$ cat src/rtl/cpu_types_pkg.sv
// -----------------------------------------------------------------------------
// cpu_types_pkg
// Shared types for the pipeline sequencer: controller state encoding and the
// drain countdown type used while the memory stage retires after HALT.
// -----------------------------------------------------------------------------
package cpu_types_pkg;

    typedef enum logic [1:0] {
        RUN     = 2'd0,
        MEMWAIT = 2'd1,
        DRAIN   = 2'd2,
        HALTED  = 2'd3
    } ctrl_state_t;

    // Wide enough for a drain length of 1..7 cycles (loaded with length-1).
    typedef logic [2:0] drain_cnt_t;

endpackage

$ cat src/rtl/perf_counter.sv
// -----------------------------------------------------------------------------
// perf_counter
// Free-running event counter, wraps modulo 2^CNT_W.
//   clk_i   : clock, rising edge
//   rst_ni  : asynchronous active-low reset (clears count)
//   inc_i   : count one event this cycle
//   clear_i : synchronous clear, takes priority over inc_i
//   count_o : current count
// -----------------------------------------------------------------------------
module perf_counter #(
    parameter int CNT_W = 32
) (
    input  logic             clk_i,
    input  logic             rst_ni,
    input  logic             inc_i,
    input  logic             clear_i,
    output logic [CNT_W-1:0] count_o
);
    logic [CNT_W-1:0] count_q, count_d;

    always_comb begin
        count_d = count_q;
        if (clear_i)
            count_d = '0;
        else if (inc_i)
            count_d = count_q + {{(CNT_W-1){1'b0}}, 1'b1};
    end

    always_ff @(posedge clk_i or negedge rst_ni) begin
        if (!rst_ni)
            count_q <= '0;
        else
            count_q <= count_d;
    end

    assign count_o = count_q;
endmodule

$ cat src/rtl/pipeline_controller.sv
// -----------------------------------------------------------------------------
// pipeline_controller
// Sequences the PC and the F/D, D/E, E/M, M/W latches from cache status,
// hazard flags and HALT, and counts stall and flush cycles.
//   CLK, nRST                 : clock / async active-low reset
//   ihit, dhit, dmem_req      : cache status
//   branch_taken, jump,
//   load_use, halt            : hazard / control flags
//   pc_en, *_en, *_flush      : latch controls (flush only with its en)
//   halted                    : sticky stop indication
//   stall_cycles/flush_cycles : performance counters
//
// state   | meaning
// RUN     | normal issue, priority decode of hazards
// MEMWAIT | data cache miss outstanding, same decode as RUN
// DRAIN   | HALT accepted, only M/W keeps moving
// HALTED  | everything stopped until reset
// -----------------------------------------------------------------------------
module pipeline_controller
    import cpu_types_pkg::*;
#(
    parameter int CNT_W        = 32,
    parameter int DRAIN_CYCLES = 1
) (
    input  logic             CLK,
    input  logic             nRST,
    input  logic             ihit,
    input  logic             dhit,
    input  logic             dmem_req,
    input  logic             branch_taken,
    input  logic             jump,
    input  logic             load_use,
    input  logic             halt,
    output logic             pc_en,
    output logic             fetch_en,
    output logic             fetch_flush,
    output logic             decode_en,
    output logic             decode_flush,
    output logic             execute_en,
    output logic             execute_flush,
    output logic             memory_en,
    output logic             memory_flush,
    output logic             halted,
    output logic [CNT_W-1:0] stall_cycles,
    output logic [CNT_W-1:0] flush_cycles
);
    localparam drain_cnt_t DRAIN_LOAD = drain_cnt_t'(DRAIN_CYCLES - 1);

    ctrl_state_t state_q, state_d;
    drain_cnt_t  drain_q, drain_d;
    logic        mem_busy;
    logic        active;

    assign mem_busy = dmem_req & ~dhit;
    assign active   = (state_q == RUN) || (state_q == MEMWAIT);

    always_comb begin
        state_d = state_q;
        drain_d = drain_q;
        case (state_q)
            RUN: begin
                if (mem_busy)
                    state_d = MEMWAIT;
                else if (halt) begin
                    state_d = DRAIN;
                    drain_d = DRAIN_LOAD;
                end
            end
            MEMWAIT: begin
                // HALT only leaves once the memory stage is no longer busy.
                if (halt && !mem_busy) begin
                    state_d = DRAIN;
                    drain_d = DRAIN_LOAD;
                end else if (dhit)
                    state_d = RUN;
            end
            DRAIN: begin
                if (drain_q == '0)
                    state_d = HALTED;
                else
                    drain_d = drain_q - 3'd1;
            end
            HALTED:  state_d = HALTED;
            default: state_d = RUN;
        endcase
    end

    always_ff @(posedge CLK or negedge nRST) begin
        if (!nRST) begin
            state_q <= RUN;
            drain_q <= '0;
        end else begin
            state_q <= state_d;
            drain_q <= drain_d;
        end
    end

    always_comb begin
        pc_en         = 1'b0;
        fetch_en      = 1'b0;
        fetch_flush   = 1'b0;
        decode_en     = 1'b0;
        decode_flush  = 1'b0;
        execute_en    = 1'b0;
        execute_flush = 1'b0;
        memory_en     = 1'b0;
        memory_flush  = 1'b0;
        if (active) begin
            if (mem_busy) begin
                // full freeze: nothing moves
            end else if (halt) begin
                memory_en = 1'b1;
            end else if (branch_taken) begin
                {pc_en, fetch_en, decode_en, execute_en, memory_en} = '1;
                fetch_flush  = 1'b1;
                decode_flush = 1'b1;
            end else if (jump) begin
                {pc_en, fetch_en, decode_en, execute_en, memory_en} = '1;
                fetch_flush = 1'b1;
            end else if (load_use) begin
                // hold F/D, bubble into D/E
                decode_en    = 1'b1;
                decode_flush = 1'b1;
                execute_en   = 1'b1;
                memory_en    = 1'b1;
            end else if (!ihit) begin
                // hold PC, bubble into F/D while the icache fills
                fetch_en    = 1'b1;
                fetch_flush = 1'b1;
                decode_en   = 1'b1;
                execute_en  = 1'b1;
                memory_en   = 1'b1;
            end else begin
                {pc_en, fetch_en, decode_en, execute_en, memory_en} = '1;
            end
        end else if (state_q == DRAIN) begin
            memory_en = 1'b1;
        end
    end

    assign halted = (state_q == HALTED);

    perf_counter #(.CNT_W(CNT_W)) u_stall_cnt (
        .clk_i   (CLK),
        .rst_ni  (nRST),
        .inc_i   (active & ~pc_en),
        .clear_i (1'b0),
        .count_o (stall_cycles)
    );

    // fetch_flush is never raised outside RUN/MEMWAIT, so this freezes too.
    perf_counter #(.CNT_W(CNT_W)) u_flush_cnt (
        .clk_i   (CLK),
        .rst_ni  (nRST),
        .inc_i   (fetch_flush),
        .clear_i (1'b0),
        .count_o (flush_cycles)
    );
endmodule

$ cat config.mk
export PLATFORM = sky130hd
export DESIGN_NAME = pipeline_controller
export DESIGN_NICKNAME = d
export VERILOG_FILES = /design/src/rtl/cpu_types_pkg.sv /design/src/rtl/perf_counter.sv /design/src/rtl/pipeline_controller.sv
export SDC_FILE = /design/constraint.sdc
export NUM_CORES = 1
export LEC_CHECK = 0
export ABC_AREA = 1
export CAP_MARGIN = 10
export CORE_UTILIZATION = 53
export CTS_CLUSTER_SIZE = 10
export DETAILED_ROUTE_END_ITERATION = 16
export GPL_ROUTABILITY_DRIVEN = 0
export PLACE_DENSITY = 0.82
export SLEW_MARGIN = 15
export SYNTH_ARGS = -nofsm -noshare
export SYNTH_HDL_FRONTEND = slang
export SYNTH_SLANG_ARGS = --single-unit
export TNS_END_PERCENT = 10
$ cat constraint.sdc
create_clock -name CLK -period 3.15 [get_ports CLK]
set_clock_uncertainty 0.15 [all_clocks]
set_input_delay 0.4725 -clock CLK [delete_from_list [all_inputs] [get_ports CLK]]
set_output_delay 0.4725 -clock CLK [all_outputs]
set_load 0.05 [all_outputs]
=== Word level (Yosys, flattened, before mapping) ===
Index checks and enable logic that the tools add are counted.

* Add/subtract/negate cells: 3
* Multipliers: 0
* Divide/modulo/power cells: 0
* $lt $le $gt $ge: 0
* Eq/ne operators: 10
* Shift-type cells: 0
* Mux-type cells: 43
* Bitwise operators: 4
* Reduce and logical (&&, ||, !) cells: 8

{| class="wikitable"
|+ Operators by type and width
! kind !! number
|-
| adder 32 x 1 -> 32 bit, second input constant || 2
|-
| two-way mux 1 bit || 32
|-
| two-way mux 3 bit || 4
|-
| two-way mux 2 bit || 5
|-
| case mux 3 bit (3 select lines) || 1
|-
| != test 2 bit, second input constant || 4
|-
| case mux 2 bit (4 select lines) || 1
|-
| AND reduction 5 bit || 1
|-
| == test 2 bit, second input constant || 2
|-
| zero test 3 bit || 1
|-
| != test 3 x 2 -> 1 bit, second input constant || 1
|-
| != test 3 bit, second input constant || 1
|-
| AND reduction 3 bit || 1
|-
| nonzero test 3 bit || 1
|-
| subtractor 3 x 1 -> 3 bit, second input constant || 1
|-
| bitwise AND 1 bit || 2
|-
| == test 2 x 1 -> 1 bit, second input constant || 1
|-
| zero test 2 bit || 1
|-
| != test 2 x 1 -> 1 bit, second input constant || 1
|-
| NOT 1 bit || 2
|-
| logical AND 1 bit || 1
|-
| zero test 1 bit || 1
|-
| logical OR 1 bit || 1
|}

* Register bits: 69
* Latch bits: 0
* Bits in writable memories: 0
* Bits in read-only memories: 0
* Bits of input ports: 9
* Output and inout port bits: 74
* Memories kept: 0

=== Depth between registers and ports, before layout ===
Gate-level depths: netlist of the first run.

* Depth after elaboration: 9
* Gate-level depth with buffers: 10
* Depth with buffers taken out: 10

=== Modules after synthesis ===
Synthesis of the first run repeated with hierarchy kept, for this count alone.

* Cell total of the unflattened synthesis: 618
* Area, all modules: 4,340.4 µm²

{| class="wikitable"
|+ By module, submodules not included
! module !! instances !! cells an instance !! area each (µm²)
|-
| perf_counter at u_flush_cnt || 1 || 274 || 1,948.1
|-
| perf_counter at u_stall_cnt || 1 || 273 || 1,889.3
|-
| pipeline_controller || 1 || 71 || 503.0
|}

=== Least setup slack after synthesis of the first run ===
OpenSTA, ideal clock, no wires.

* Kind: register -> output
* Start: register state_q[1]
* End: output memory_en
* Data arrival time: 1,505 ps
* Setup slack: 1,022 ps
* Cell stages (with the launch flop): 4
* Buffers on the path: 0
* Cell sequence: dfrtp_1 nand2_1 inv_1 a21oi_1

* Cells in the longest elaborated chain, start to end: 3
* Elaborated cells between the ends (all ways): 6
* Classes of those cells: eq/ne: 2; mux: 2; reduce/logical: 2

{| class="wikitable"
|+ Ends and longest elaborated chain
! item !! RTL line !! text
|-
| from (decl) || pipeline_controller.sv:49 || <nowiki>ctrl_state_t state_q, state_d;</nowiki>
|-
| from (signal assigned) || pipeline_controller.sv:93 || <nowiki>state_q <= state_d;</nowiki>
|-
| == test 2 bit, or another cell as far along || pipeline_controller.sv:136 || <nowiki>end else if (state_q == DRAIN) begin</nowiki>
|-
| two-way mux 1 bit / logical OR 1 bit (equally long branches) || pipeline_controller.sv:136, pipeline_controller.sv:55 ||
|-
| two-way mux 1 bit (*) || pipeline_controller.sv:108 || <nowiki>if (active) begin</nowiki>
|-
| to (decl) || pipeline_controller.sv:41 || <nowiki>output logic memory_en,</nowiki>
|}

Every way passes the cells marked *; elsewhere a longest branch is shown, timed or not.

=== Final worst setup path of the first run ===
* Start: input dhit
* End: output decode_en

* Cells in the longest elaborated chain, start to end: 4

{| class="wikitable"
|+ Ends and longest elaborated chain
! item !! RTL line !! text
|-
| from (decl) || pipeline_controller.sv:28 || <nowiki>input logic dhit,</nowiki>
|-
| NOT 1 bit || pipeline_controller.sv:54 || <nowiki>assign mem_busy = dmem_req & ~dhit;</nowiki>
|-
| bitwise AND 1 bit || pipeline_controller.sv:54 ||
|-
| two-way mux 1 bit || pipeline_controller.sv:109 || <nowiki>if (mem_busy) begin</nowiki>
|-
| two-way mux 1 bit || pipeline_controller.sv:108 ||
|-
| to (decl) || pipeline_controller.sv:37 || <nowiki>output logic decode_en,</nowiki>
|}

No other way between the ends.

==> flow_metrics.py, run 1 <==
metrics = {
    "run_status": {
        "outcome": "finished clean",
    },
    "sta": {
        "clock.fmax_ghz": 0.355,
        "slew_headroom_pct": 49.1,
        "setup_viol": 0,
        "maxSlewViolCount": 0,
        "rsz0062_at_grt": "false",
        "tns_ps": 0,
        "hold_violations": 0,
        "tightestPinTransition_ps": 764,
        "hold-worst-slack_ps": 52.0,
        "fin_crit_ps": 2820,
        "finalCritPeriodShare_pct": 89.4,
    },
    "cts": {
        "numCtsBuffers": 9,
        "cts_tree": "done",
        "clkLatencyLatePin_ps": 340,
        "clk_pin_slew_ps": 80,
        "cts_root_buffer": "clkbuf_8",
        "ctsResizeCount": 0,
        "cts_setup_buffers": 0,
        "htree_levels": 3,
        "max-clock-path-buffers": 2,
        "clock_sinks": 69,
        "hold_buffers": 0,
    },
    "route": {
        "vias_per_cell": 5.14,
        "wire_per_inst_um": 12.7,
        "drt_iter0_drc": 215,
        "drtAntennaViolNets": 0,
        "wirelength_um": 9720,
        "drtPass1Iterations": 5,
        "routed-via-count": 3940,
        "route.detailed.drc": 0,
    },
    "layout": {
        "drive_gt1_share_pct": 7.34,
        "nets": 676,
        "syn2layout_area_growth_pct": 28.2,
        "diodes": 0,
        "multiInputGateArea_um2": 2080,
        "nFillCells": 601,
        "register_area_um2": 1730,
    },
    "grt": {
        "antenna_found_initial": 0,
        "grt-ovfl-total": 0,
        "grt_util_all_layers_pct": 26.2,
        "grt_pass1_wl_um": 17200,
        "grt_pass1_vias": 3884,
        "grt_max_degree": 37,
    },
    "setup_path": {
        "critPathLaunchType": "input pin",
        "cp.arrival_ps": 2200,
        "cp.required_ps": 2530,
        "path_buf_inv": 4,
        "critPathMaxStageDelay_ps": 820,
        "reg2reg_slack_ps": 1240,
        "crit_top_cell": "clkdlybuf4s50_1",
        "crit_type": "in -> out",
        "crit_path_end_kind": "output port",
        "critical-path-slowest-cell": "clkdlybuf4s50_1",
        "cp_max_fo": 5,
        "crit_chain": "clkdlybuf4s50_1 > inv_2 > nand2_2 > nand3_4 > inv_1 > clkdlybuf4s50_1",
        "crit_family": "buffers and inverters",
    },
    "placement": {
        "port_buffers": 80,
        "dp_hpwl_um": 7300,
    },
    "die": {
        "pin_count": 83,
        "rows": 31,
        "core_area_um2": 7370,
        "die_y_um": 89.9,
        "dieArea_um2": 8070,
        "fp.dieW_um": 89.9,
        "start_util_pct": 55.5,
    },
    "synth": {
        "yosysWarnings": 0,
        "synth_ff_type": "dfrtp_1",
        "avgSynthCellArea_um2": 7.10,
        "syn_area_um2": 4090,
        "seq_area_frac_synth_pct": 42.2,
        "synth_top_area_share_pct": 42.2,
        "async_flop_share_pct": 100,
        "synth_cells": 576,
        "yosys-top-cells-area": "dfrtp_1 (42%), nand2_1 (19%), nor2_1 (8.1%)",
        "synth.distinct_cells": 31,
        "synth_area_leader_cell": "dfrtp_1",
        "ys_seq_elements": 69,
        "synth_enable_flop_cells": 0,
    },
    "power": {
        "powerDensity_nw_per_um2": 348,
        "vdd_drop_max_mv": 0.246,
        "p_leak_nw": 2.36,
        "finalPower_mw": 1.83,
    },
    "job": {
        "cap_viol_max_count": 0,
    },
    "hold_path": {
        "hold_class": "in -> async",
    },
}
## power breakdown
group          total (mW)  internal [mW]  switching, mW
Combinational      0.0462         0.0136         0.0326
Sequential          0.885          0.885              0
Clock               0.896          0.530          0.366
## cell usage in the layout (no fill, tap or decap), types with 3 or more instances in the layout
| cell | instances |
|---|---|
| clkbuf_8 | 9 |
| o22ai_1 | 3 |
| nand3b_1 | 7 |
| inv_1 | 55 |
| buf_4 | 4 |
| nor2_4 | 4 |
| nand2_1 | 212 |
| o21ai_0 | 4 |
| nand2_2 | 5 |
| nor2_2 | 9 |
| nand3_1 | 34 |
| dfrtp_1 | 69 |
| nor3_1 | 8 |
| ha_1 | 4 |
| clkinv_4 | 3 |
| xnor2_1 | 14 |
| nor2_1 | 88 |
| xor2_1 | 19 |
| inv_2 | 6 |
| bufinv_16 | 3 |
| nand4_1 | 13 |
| clkdlybuf4s50_1 | 76 |
| a21oi_1 | 4 |
## through the flow
step | std cells | utilization (%) | instance area (um^2) | setup WS (ps)
final | 767 | 71.2 | 5250 | 332
after global routing | 767 | 71.2 | 5250 | 267
after CTS | 767 | 71.2 | 5250 | 333
after detailed placement | 751 | 67.8 | 5000 | 340
after global placement | 751 | 67.8 | 5000 | 379
after floorplan | 577 | - | 4100 | 1020
## cell families after synthesis
kind of cell / count (synthesis) / share of synthesized area, %
and+or+nand+nor: 385 / 40.3
xor gates and xnor gates: 33 / 7.06
buffers and inverters: 69 / 7.00
DFF: 69 / 42.2
other: 1 / 0.0917
AOI/OAI and AO/OA: 15 / 2.08
adders and majority gates: 4 / 1.22
## cells in the mapped netlist, drive strengths merged (4+ instances only)
| cell type | n |
|---|---|
| nand2 | 218 |
| nor2 | 101 |
| dfrtp | 69 |
| inv | 61 |
| nand3 | 35 |
| xor2 | 19 |
| xnor2 | 14 |
| nand4 | 13 |
| nor3 | 8 |
| buf | 7 |
| nand3b | 7 |
| o21ai | 5 |
| a21oi | 4 |
| ha | 4 |
## path summary, 6_finish.rpt
kind / end / from / depth (start not counted)
max: decode_en / dhit / 6
min: u_flush_cnt.count_o[7] / nRST / 1
max reg2reg: u_flush_cnt.count_o[21] / state_q[1] / 7
min reg2reg: u_stall_cnt.count_o[31] / u_stall_cnt.count_o[31] / 2
max in group asynchronous: u_stall_cnt.count_o[3] / nRST / 2
min in group CLK: u_stall_cnt.count_o[31] / u_stall_cnt.count_o[31] / 2
## cell type report
class	instances	area share, %
multi-input combinational	439	39.7
sequential	69	32.9
timing repair buffer	83	15.9
inverter	61	4.37
clock buffer	9	2.36
clock inverter	7	2.36
tap	99	2.36
## state kept, by name, indices dropped and copies added (netlist names)
name and count:
drain_q 3, u_flush_cnt.count_o 32, u_stall_cnt.count_o 32, state_q 2
## routing by layer
metal	wire length (um)	vias up	part of all wire, %	global-route usage (%)
met5	0	-	0	0
met4	262	0	2.7	11.0
met3	580	26	6.0	4.57
met2	4700	144	48	44.9
met1	4180	1802	43	32.7
li1	-	1968	-	-
## worst reg2reg max path, delay by kind of cell (launching register included)
| family | cells | cell delay, ps |
|---|---|---|
| buf+inv | 2 | 410 |
| flops | 1 | 430 |
| simple gates | 5 | 830 |
Power figures use the tool's default switching activity.
==> run 2, diff against run 1 <==
--- a/config.mk
+++ b/config.mk
@@ -6,6 +6,7 @@
 export NUM_CORES = 1
 export LEC_CHECK = 0
 export ABC_AREA = 1
+export ABC_CLOCK_PERIOD_IN_PS = 3150
 export CAP_MARGIN = 10
 export CORE_UTILIZATION = 53
 export CTS_CLUSTER_SIZE = 10
==> results of run 2 <==
Final layout, timing and power as in run 1 (identical DEF).
